`config.mk`:
```
export PLATFORM = sky130hd
export DESIGN_NAME = lab3_converter_seq_flat
export DESIGN_NICKNAME = d
export VERILOG_FILES = /design/src/rtl/lab3_converter_seq_if.sv /design/src/rtl/lab3_converter_seq.sv /design/src/flat_wrapper.sv
export SDC_FILE = /design/constraint.sdc
export NUM_CORES = 1
export LEC_CHECK = 0
export CAP_MARGIN = 30
export CORE_MARGIN = 1.5
export CORE_UTILIZATION = 48
export CTS_BUF_LIST = sky130_fd_sc_hd__clkbuf_16
export CTS_CLUSTER_DIAMETER = 100
export DETAILED_ROUTE_END_ITERATION = 6
export MAX_ROUTING_LAYER = met4
export PLACE_DENSITY = 0.76
export SKIP_CTS_REPAIR_TIMING = 1
export SLEW_MARGIN = 20
export SYNTH_ARGS = -nofsm -noshare
export SYNTH_HDL_FRONTEND = slang
export SYNTH_SLANG_ARGS = --single-unit
```
`constraint.sdc`:
```
create_clock -name Clk -period 1.4 [get_ports Clk]
set_input_delay 0.35 -clock Clk [delete_from_list [all_inputs] [get_ports Clk]]
set_output_delay 0.35 -clock Clk [all_outputs]
set_load 0.01 [all_outputs]
```
`src/rtl/lab3_converter_seq_if.sv`:
```
// Word-level handshake bundle between a producer/consumer and the Excess-3 sequencer.
// The slave side is the sequencer; the master side feeds words and takes results.
interface lab3_converter_seq_if #(parameter int NDIG = 1);
  logic                In_Valid;
  logic                In_Ready;
  logic [4*NDIG-1:0]   In_Data;
  logic                Out_Valid;
  logic                Out_Ready;
  logic [4*NDIG-1:0]   Out_Data;
  logic [NDIG-1:0]     Out_Err;

  modport slave  (input  In_Valid, In_Data, Out_Ready,
                  output In_Ready, Out_Valid, Out_Data, Out_Err);
  modport master (output In_Valid, In_Data, Out_Ready,
                  input  In_Ready, Out_Valid, Out_Data, Out_Err);
endinterface

```
`src/rtl/lab3_converter_seq.sv`:
```
// Serialises NDIG Excess-3 digits LSB-first into an external serial converter and
// reassembles its Z stream into a parallel BCD word, flagging out-of-range digits.
module lab3_converter_seq #(parameter int NDIG = 1) (
  input  logic                 Clk,
  input  logic                 Rst,
  lab3_converter_seq_if.slave  bus,
  output logic                 Cv_X,
  output logic                 Cv_Rst,
  input  logic                 Cv_Z
);
  localparam int         W        = 4*NDIG;
  localparam logic [2:0] LAST_DIG = 3'(NDIG-1);

  typedef enum logic [1:0] {IDLE, SHIFT, GAP, DONE} state_t;

  state_t          r_state, w_next;
  logic [W-1:0]    r_sh, w_sh_next, r_res;
  logic [NDIG-1:0] r_err, w_err;
  logic [1:0]      r_bit;
  logic [2:0]      r_dig;
  logic            r_cvx, r_cvrst;
  logic            w_accept, w_shift;

  assign w_accept = bus.In_Valid && (r_state == IDLE);
  assign w_shift  = (r_state == SHIFT);

  for (genvar i = 0; i < NDIG; i++) begin : g_err
    assign w_err[i] = (bus.In_Data[4*i +: 4] < 4'd3) || (bus.In_Data[4*i +: 4] > 4'd12);
  end

  always_comb begin
    w_next = r_state;
    case (r_state)
      IDLE:    if (w_accept) w_next = SHIFT;
      SHIFT:   if (r_bit == 2'd3) w_next = (r_dig == LAST_DIG) ? DONE : GAP;
      GAP:     w_next = SHIFT;
      DONE:    if (bus.Out_Ready) w_next = IDLE;
      default: w_next = IDLE;
    endcase
  end

  // The digit being sent always sits at r_sh[0]; GAP holds the register still.
  always_comb begin
    w_sh_next = r_sh;
    if (w_accept)     w_sh_next = bus.In_Data;
    else if (w_shift) w_sh_next = r_sh >> 1;
  end

  always_ff @(posedge Clk or negedge Rst) begin
    if (!Rst) begin
      r_state <= IDLE;
      r_sh    <= '0;
      r_res   <= '0;
      r_err   <= '0;
      r_bit   <= '0;
      r_dig   <= '0;
      r_cvx   <= 1'b0;
      r_cvrst <= 1'b0;
    end else begin
      r_state <= w_next;
      r_sh    <= w_sh_next;
      if (w_accept) begin
        r_err <= w_err;
        r_bit <= '0;
        r_dig <= '0;
      end
      // Z arrives LSB-first; after 4*NDIG captures digit 0 bit 0 lands at r_res[0].
      if (w_shift) begin
        r_res <= {Cv_Z, r_res[W-1:1]};
        r_bit <= r_bit + 2'd1;
        if (r_bit == 2'd3 && r_dig != LAST_DIG) r_dig <= r_dig + 3'd1;
      end
      // Converter pins come straight from flops so they cannot glitch.
      r_cvrst <= (w_next == SHIFT);
      r_cvx   <= (w_next == SHIFT) && w_sh_next[0];
    end
  end

  assign bus.In_Ready  = (r_state == IDLE);
  assign bus.Out_Valid = (r_state == DONE);
  assign bus.Out_Data  = r_res;
  assign bus.Out_Err   = r_err;
  assign Cv_X          = r_cvx;
  assign Cv_Rst        = r_cvrst;
endmodule

```
`src/flat_wrapper.sv`:
```
// flat-port wrapper written by rule: the top's interface ports become plain ports
module lab3_converter_seq_flat 
#(parameter int NDIG = 1)
  (Clk, Rst, Cv_X, Cv_Rst, Cv_Z, bus_In_Valid, bus_In_Data, bus_Out_Ready, bus_In_Ready, bus_Out_Valid, bus_Out_Data, bus_Out_Err);
  lab3_converter_seq_if #(.NDIG(NDIG)) bus_i ();
  input  logic Clk;
  input  logic Rst;
  output logic Cv_X;
  output logic Cv_Rst;
  input  logic Cv_Z;
  input wire logic [$bits(bus_i.In_Valid)-1:0] bus_In_Valid;
  input wire logic [$bits(bus_i.In_Data)-1:0] bus_In_Data;
  input wire logic [$bits(bus_i.Out_Ready)-1:0] bus_Out_Ready;
  output wire logic [$bits(bus_i.In_Ready)-1:0] bus_In_Ready;
  output wire logic [$bits(bus_i.Out_Valid)-1:0] bus_Out_Valid;
  output wire logic [$bits(bus_i.Out_Data)-1:0] bus_Out_Data;
  output wire logic [$bits(bus_i.Out_Err)-1:0] bus_Out_Err;
  assign bus_i.In_Valid = bus_In_Valid;
  assign bus_i.In_Data = bus_In_Data;
  assign bus_i.Out_Ready = bus_Out_Ready;
  assign bus_In_Ready = bus_i.In_Ready;
  assign bus_Out_Valid = bus_i.Out_Valid;
  assign bus_Out_Data = bus_i.Out_Data;
  assign bus_Out_Err = bus_i.Out_Err;
  lab3_converter_seq #(.NDIG(NDIG)) u_core (.Clk(Clk), .Rst(Rst), .bus(bus_i), .Cv_X(Cv_X), .Cv_Rst(Cv_Rst), .Cv_Z(Cv_Z));
endmodule
```
# Yosys cells after proc, flatten, opt, wreduce, memory -nomap -nowiden
# Cells that the tools add are included.
dict set report classes {
  n_addsub 2
  order_cmp 2
  n_eq_ne 5
  muxes 12
  n_reduce_logical 8
}
# operator count
set op_table {}
lappend op_table {{two-way mux 2 bit} 5}
lappend op_table {{two-way mux 3 bit} 3}
lappend op_table {{two-way mux 4 bit} 2}
lappend op_table {{one-hot mux 2 bit (4 select lines)} 1}
lappend op_table {{== test 2 bit, second input constant} 3}
lappend op_table {{== test 2 x 1 -> 1 bit, second input constant} 2}
lappend op_table {{> comparator 4 bit, second input constant} 1}
lappend op_table {{less-than comparator 4 x 2 -> 1 bit, second input constant} 1}
lappend op_table {{adder 3 x 1 -> 3 bit, second input constant} 1}
lappend op_table {{logical AND 1 bit} 3}
lappend op_table {{zero test 3 bit} 1}
lappend op_table {{nonzero test 3 bit} 1}
lappend op_table {{adder 2 x 1 -> 2 bit, second input constant} 1}
lappend op_table {{zero test 2 bit} 1}
lappend op_table {{nonzero test 2 bit} 1}
lappend op_table {{logical OR 1 bit} 1}
lappend op_table {{two-way mux 1 bit} 1}
dict set report totals {
  regBits 18
  in_bits 9
  out_inout_bits 9
  elab_cells 38
}

# Logic depth before layout (Yosys ltp)
# Gate-level depths: netlist of run 1.
dict set report logic_depth {
  depth_word 6
  depth_mapped 5
  depth_no_buf 5
}

# Least setup slack after synthesis of run 1
# No wires, ideal clock.
dict set report synth_path {
  kind {reg-to-reg}
  start {register u_core.r_state[1]}
  end {register u_core.r_err (netlist: u_core.bus.Out_Err)}
  setup_time_ps 118
  t_arrival_ps 1069
  required_ps 1282
  path_slack_ps 213
  path_stages_with_launch 4
  n_path_buf 1
  period_less_slack_ps 1187
  path_cell_list {dfrtp_1 or3b_1 buf_6 a21o_1}
}
dict set report synth_between {
  elab_chain_cells 2
}
# element line
set synth_lines {}
lappend synth_lines {{start, declared} lab3_converter_seq.sv:16} ;# state_t r_state, w_next;
lappend synth_lines {{start signal, assigned} lab3_converter_seq.sv:60} ;# r_state <= w_next;
lappend synth_lines {{zero test 2 bit} lab3_converter_seq.sv:24} ;# assign w_accept = bus.In_Valid && (r_state == IDLE);
lappend synth_lines {{logical AND 1 bit} lab3_converter_seq.sv:24}
lappend synth_lines {{end signal, assigned} lab3_converter_seq.sv:63} ;# r_err <= w_err;
lappend synth_lines {{end, declared} lab3_converter_seq.sv:18} ;# logic [NDIG-1:0] r_err, w_err;
# No other way between the ends.
# A chain may end at the register's enable or synchronous reset.

# Worst setup path after layout of run 1
dict set report layout_path {
  start {input bus_In_Valid}
  end {register u_core.r_err (netlist: u_core.bus.Out_Err)}
}
dict set report layout_between {
  elab_chain_cells 1
}
# element line
set layout_lines {}
lappend layout_lines {{start, declared} flat_wrapper.sv:11} ;# input wire logic [$bits(bus_i.In_Valid)-1:0] bus_In_Valid;
lappend layout_lines {{logical AND 1 bit} lab3_converter_seq.sv:24}
# No other way between the ends.

==> results_dict.tcl, run 1 <==
set metrics [dict create \
    drc 0 \
    reg2reg_depth 4 \
    place.gp.congestion 0.749 \
    ios 18 \
    routed_wl_um 1750 \
    worstMarginPinSlew_ps 228 \
    fin_crit_sh 0.970 \
    fmax_mhz 737 \
    crit_family "buffers and inverters" \
    grt_pass1_wl_um 2790 \
    arrival_ps 1500 \
    setup_viol 0 \
    synth.area.top_cells "dfrtp_1 53%, mux2_2 5.3%, ha_1 4.4%" \
    ys_ff_latch 18 \
    fin_crit_ps 1360 \
    crit_cells 3 \
    synthesis.nets 89 \
    fin_util 0.703 \
    hp-class "primary input to async pin" \
    grt_max_degree 19 \
    clock_latency_ps 250 \
    worst-path-buf-inv 1 \
    drt.antenna.violating_nets 0 \
    synthCells 77 \
    ir_drop_uv 1730 \
    cts_tree "done" \
    synth_top_area_cell "dfrtp_1" \
    crit_chain "clkdlybuf4s50_1 > or3b_4 > a21o_1" \
    diodes 0 \
    cts.path.max_buffers 2 \
    htree_levels 1 \
    portBuffers 17 \
    drive_above_1_share 0.194 \
    synth_edf_count 0 \
    pwr-share-clk 0.215 \
    switchingPower_mw 0.851 \
    cts_made_buffers 3 \
    track_usage 0.203 \
    firstDrtPassIters 4 \
    power_density_nw_per_um2 2220 \
    yosys_warnings 0 \
    p_leak_nw 0.628 \
    swShare 0.323 \
    syn2layout_area_growth_pct 39.6 \
    clk_pin_slew_ps 50 \
    final_nets 116 \
    required_ps 1540 \
    synth_top_area_frac 0.529 \
    combPwrFrac 0.441 \
    yosysSeqAreaShare 0.529 \
    r2r_slack_ps 60 \
    yosysMostFrequentCell "dfrtp_1" \
    drv_slew 0 \
    fin_skew_ps 2.24 \
    vias 657 \
    setup_slack_ps 42.3 \
    start_kind "primary input" \
    drtIter0Drc 8 \
    cp_slowest_cell "clkdlybuf4s50_1" \
    rows 15 \
    worstSetupEndpointType "register" \
    die_w_um 45.1 \
    avgSynthCellArea_sq_um 11.0 \
    status "finished, final reports clean" \
    hpwl_um 1170 \
    synth_cell_types 33 \
    start_util 0.504 \
    routedWlPerCell_um 14.5 \
    fp.dieH_um 45.1 \
    root_buffer "clkbuf_16" \
    synthFlopType "dfrtp_1" \
    first_global_vias 616 \
    grt_overflow_total 0 \
    antenna_found_initial 0 \
    hold_viol_final 0 \
    max-cap-violations 0 \
    dp_slack_ps -262 \
    power_frac_seq 0.344 \
    synthesis.area_sq_um 851 \
    core_sq_um 1690 \
    crit_fanout 8 \
    worst-setup-path-type "primary input to register" \
    via_per_inst 5.48 \
    synthArstFlopShare 1.00 \
    slew_headroom 0.848 \
    synth.top_cells.by_count "18 x dfrtp_1, 6 x nand2_1, 5 x nor2_1" \
    cts_sinks 18 \
    max_stage_delay_ps 510 \
    die-area_sq_um 2030 \
    p_int_mw 1.79 \
]
[worst reg2reg max path: stages, from the launching register on]
cell	delay, ps
dfrtp_1	380
buf_4	160
nor2b_2	170
buf_4	180
mux2_2	330
[registers in the layout, indices dropped and copies added (netlist names)]
| register | cells |
|---|---|
| u_core.Cv_Rst | 1 |
| u_core.bus.Out_Data | 4 |
| u_core.r_sh | 4 |
| u_core.r_bit | 2 |
| u_core.bus.Out_Err | 1 |
| u_core.r_dig | 3 |
| u_core.r_state | 2 |
| u_core.Cv_X | 1 |
[metal layers]
layer | share of wire | vias to the layer above | GRT usage
met2 | 0.50 | 22 | 0.334
li1 | - | 321 | -
met5 | 0 | - | -
met3 | 0.056 | 2 | 0.0720
met4 | 0.0057 | 0 | 0.0529
met1 | 0.44 | 312 | 0.235
[power by group through the flow]
| stage | combinational, mW | clock, mW | sequential (mW) |
|---|---|---|---|
| after floorplan | 0.642 | 0 | 0.943 |
| after global routing | 1.30 | 0.600 | 0.945 |
| final | 1.16 | 0.568 | 0.908 |
| after CTS | 1.19 | 0.580 | 0.914 |
| after global placement | 1.15 | 0 | 0.902 |
| after detailed placement | 1.17 | 0 | 0.917 |
[logic make-up after synthesis]
logic type | share of synthesized area
simple gates | 0.144
fa+ha+maj | 0.0441
mux | 0.0765
buf+inv | 0.0515
flops | 0.529
compound gates | 0.154
[cells in the final DEF (no fill, tap or decap), types with 2 or more instances in the layout]
master and instances:
clkdlybuf4s50_1 8, buf_4 9, dfrtp_1 18, dlymetal6s2s_1 9, a21oi_1 2, nor2_1 5, inv_1 4, mux2_2 4
ha_1 3, o21ai_1 3, o21ai_0 2, nor2b_1 2, a22oi_1 3, clkbuf_16 3, nand2_1 6, mux2i_1 2
[cell type report]
cell class | count | area [sq um]
Fill cell | 128 | 502
Sequential cell | 18 | 450
Multi-Input combinational cell | 51 | 362
Timing Repair Buffer | 26 | 260
Clock buffer | 3 | 75.1
Tap cell | 17 | 21.3
Inverter | 4 | 15.0
Clock inverter | 1 | 3.75
[final timing paths]
| check | start | to |
|---|---|---|
| max reg2reg | u_core.r_state[1] | u_core.bus.Out_Data[2] |
| min | Rst | u_core.r_sh[1] |
| max | bus_In_Valid | u_core.bus.Out_Err |
| min in group Clk | u_core.bus.Out_Err | u_core.bus.Out_Err |
| min reg2reg | u_core.bus.Out_Err | u_core.bus.Out_Err |
| max in group asynchronous | Rst | u_core.r_bit[1] |
[stage by stage]
| stage | power (mW) | TNS (ps) | cell area (sq um) | hold slack (ps) | std cells |
|---|---|---|---|---|---|
| 6_report | 2.64 | 0 | 1190 | 436 | 120 |
| 3_3_place_gp | 2.05 | -1850 | 1080 | 467 | 116 |
| 4_1_cts | 2.68 | -1250 | 1160 | 443 | 120 |
| 5_1_grt | 2.85 | -24.8 | 1190 | 452 | 120 |
| 2_1_floorplan | 1.59 | 0 | 851 | 54.4 | 77 |
| 3_5_place_dp | 2.09 | -2080 | 1080 | 469 | 116 |
Power figures use the tool's default switching activity.
==> run 2: changes to the inputs <==
--- a/config.mk
+++ b/config.mk
@@ -10,6 +10,7 @@
 export CORE_UTILIZATION = 48
 export CTS_BUF_LIST = sky130_fd_sc_hd__clkbuf_16
 export CTS_CLUSTER_DIAMETER = 100
+export CTS_CLUSTER_SIZE = 28
 export DETAILED_ROUTE_END_ITERATION = 6
 export MAX_ROUTING_LAYER = met4
 export PLACE_DENSITY = 0.76
==> results of run 2 <==
Final layout, timing and power as in run 1 (identical DEF).
==> run 3: changes to the inputs <==
--- a/config.mk
+++ b/config.mk
@@ -12,6 +12,7 @@
 export CTS_CLUSTER_DIAMETER = 100
 export CTS_CLUSTER_SIZE = 28
 export DETAILED_ROUTE_END_ITERATION = 6
+export HOLD_SLACK_MARGIN = 0.1
 export MAX_ROUTING_LAYER = met4
 export PLACE_DENSITY = 0.76
 export SKIP_CTS_REPAIR_TIMING = 1
==> results of run 3 <==
Final layout, timing and power as in run 1 (identical DEF).
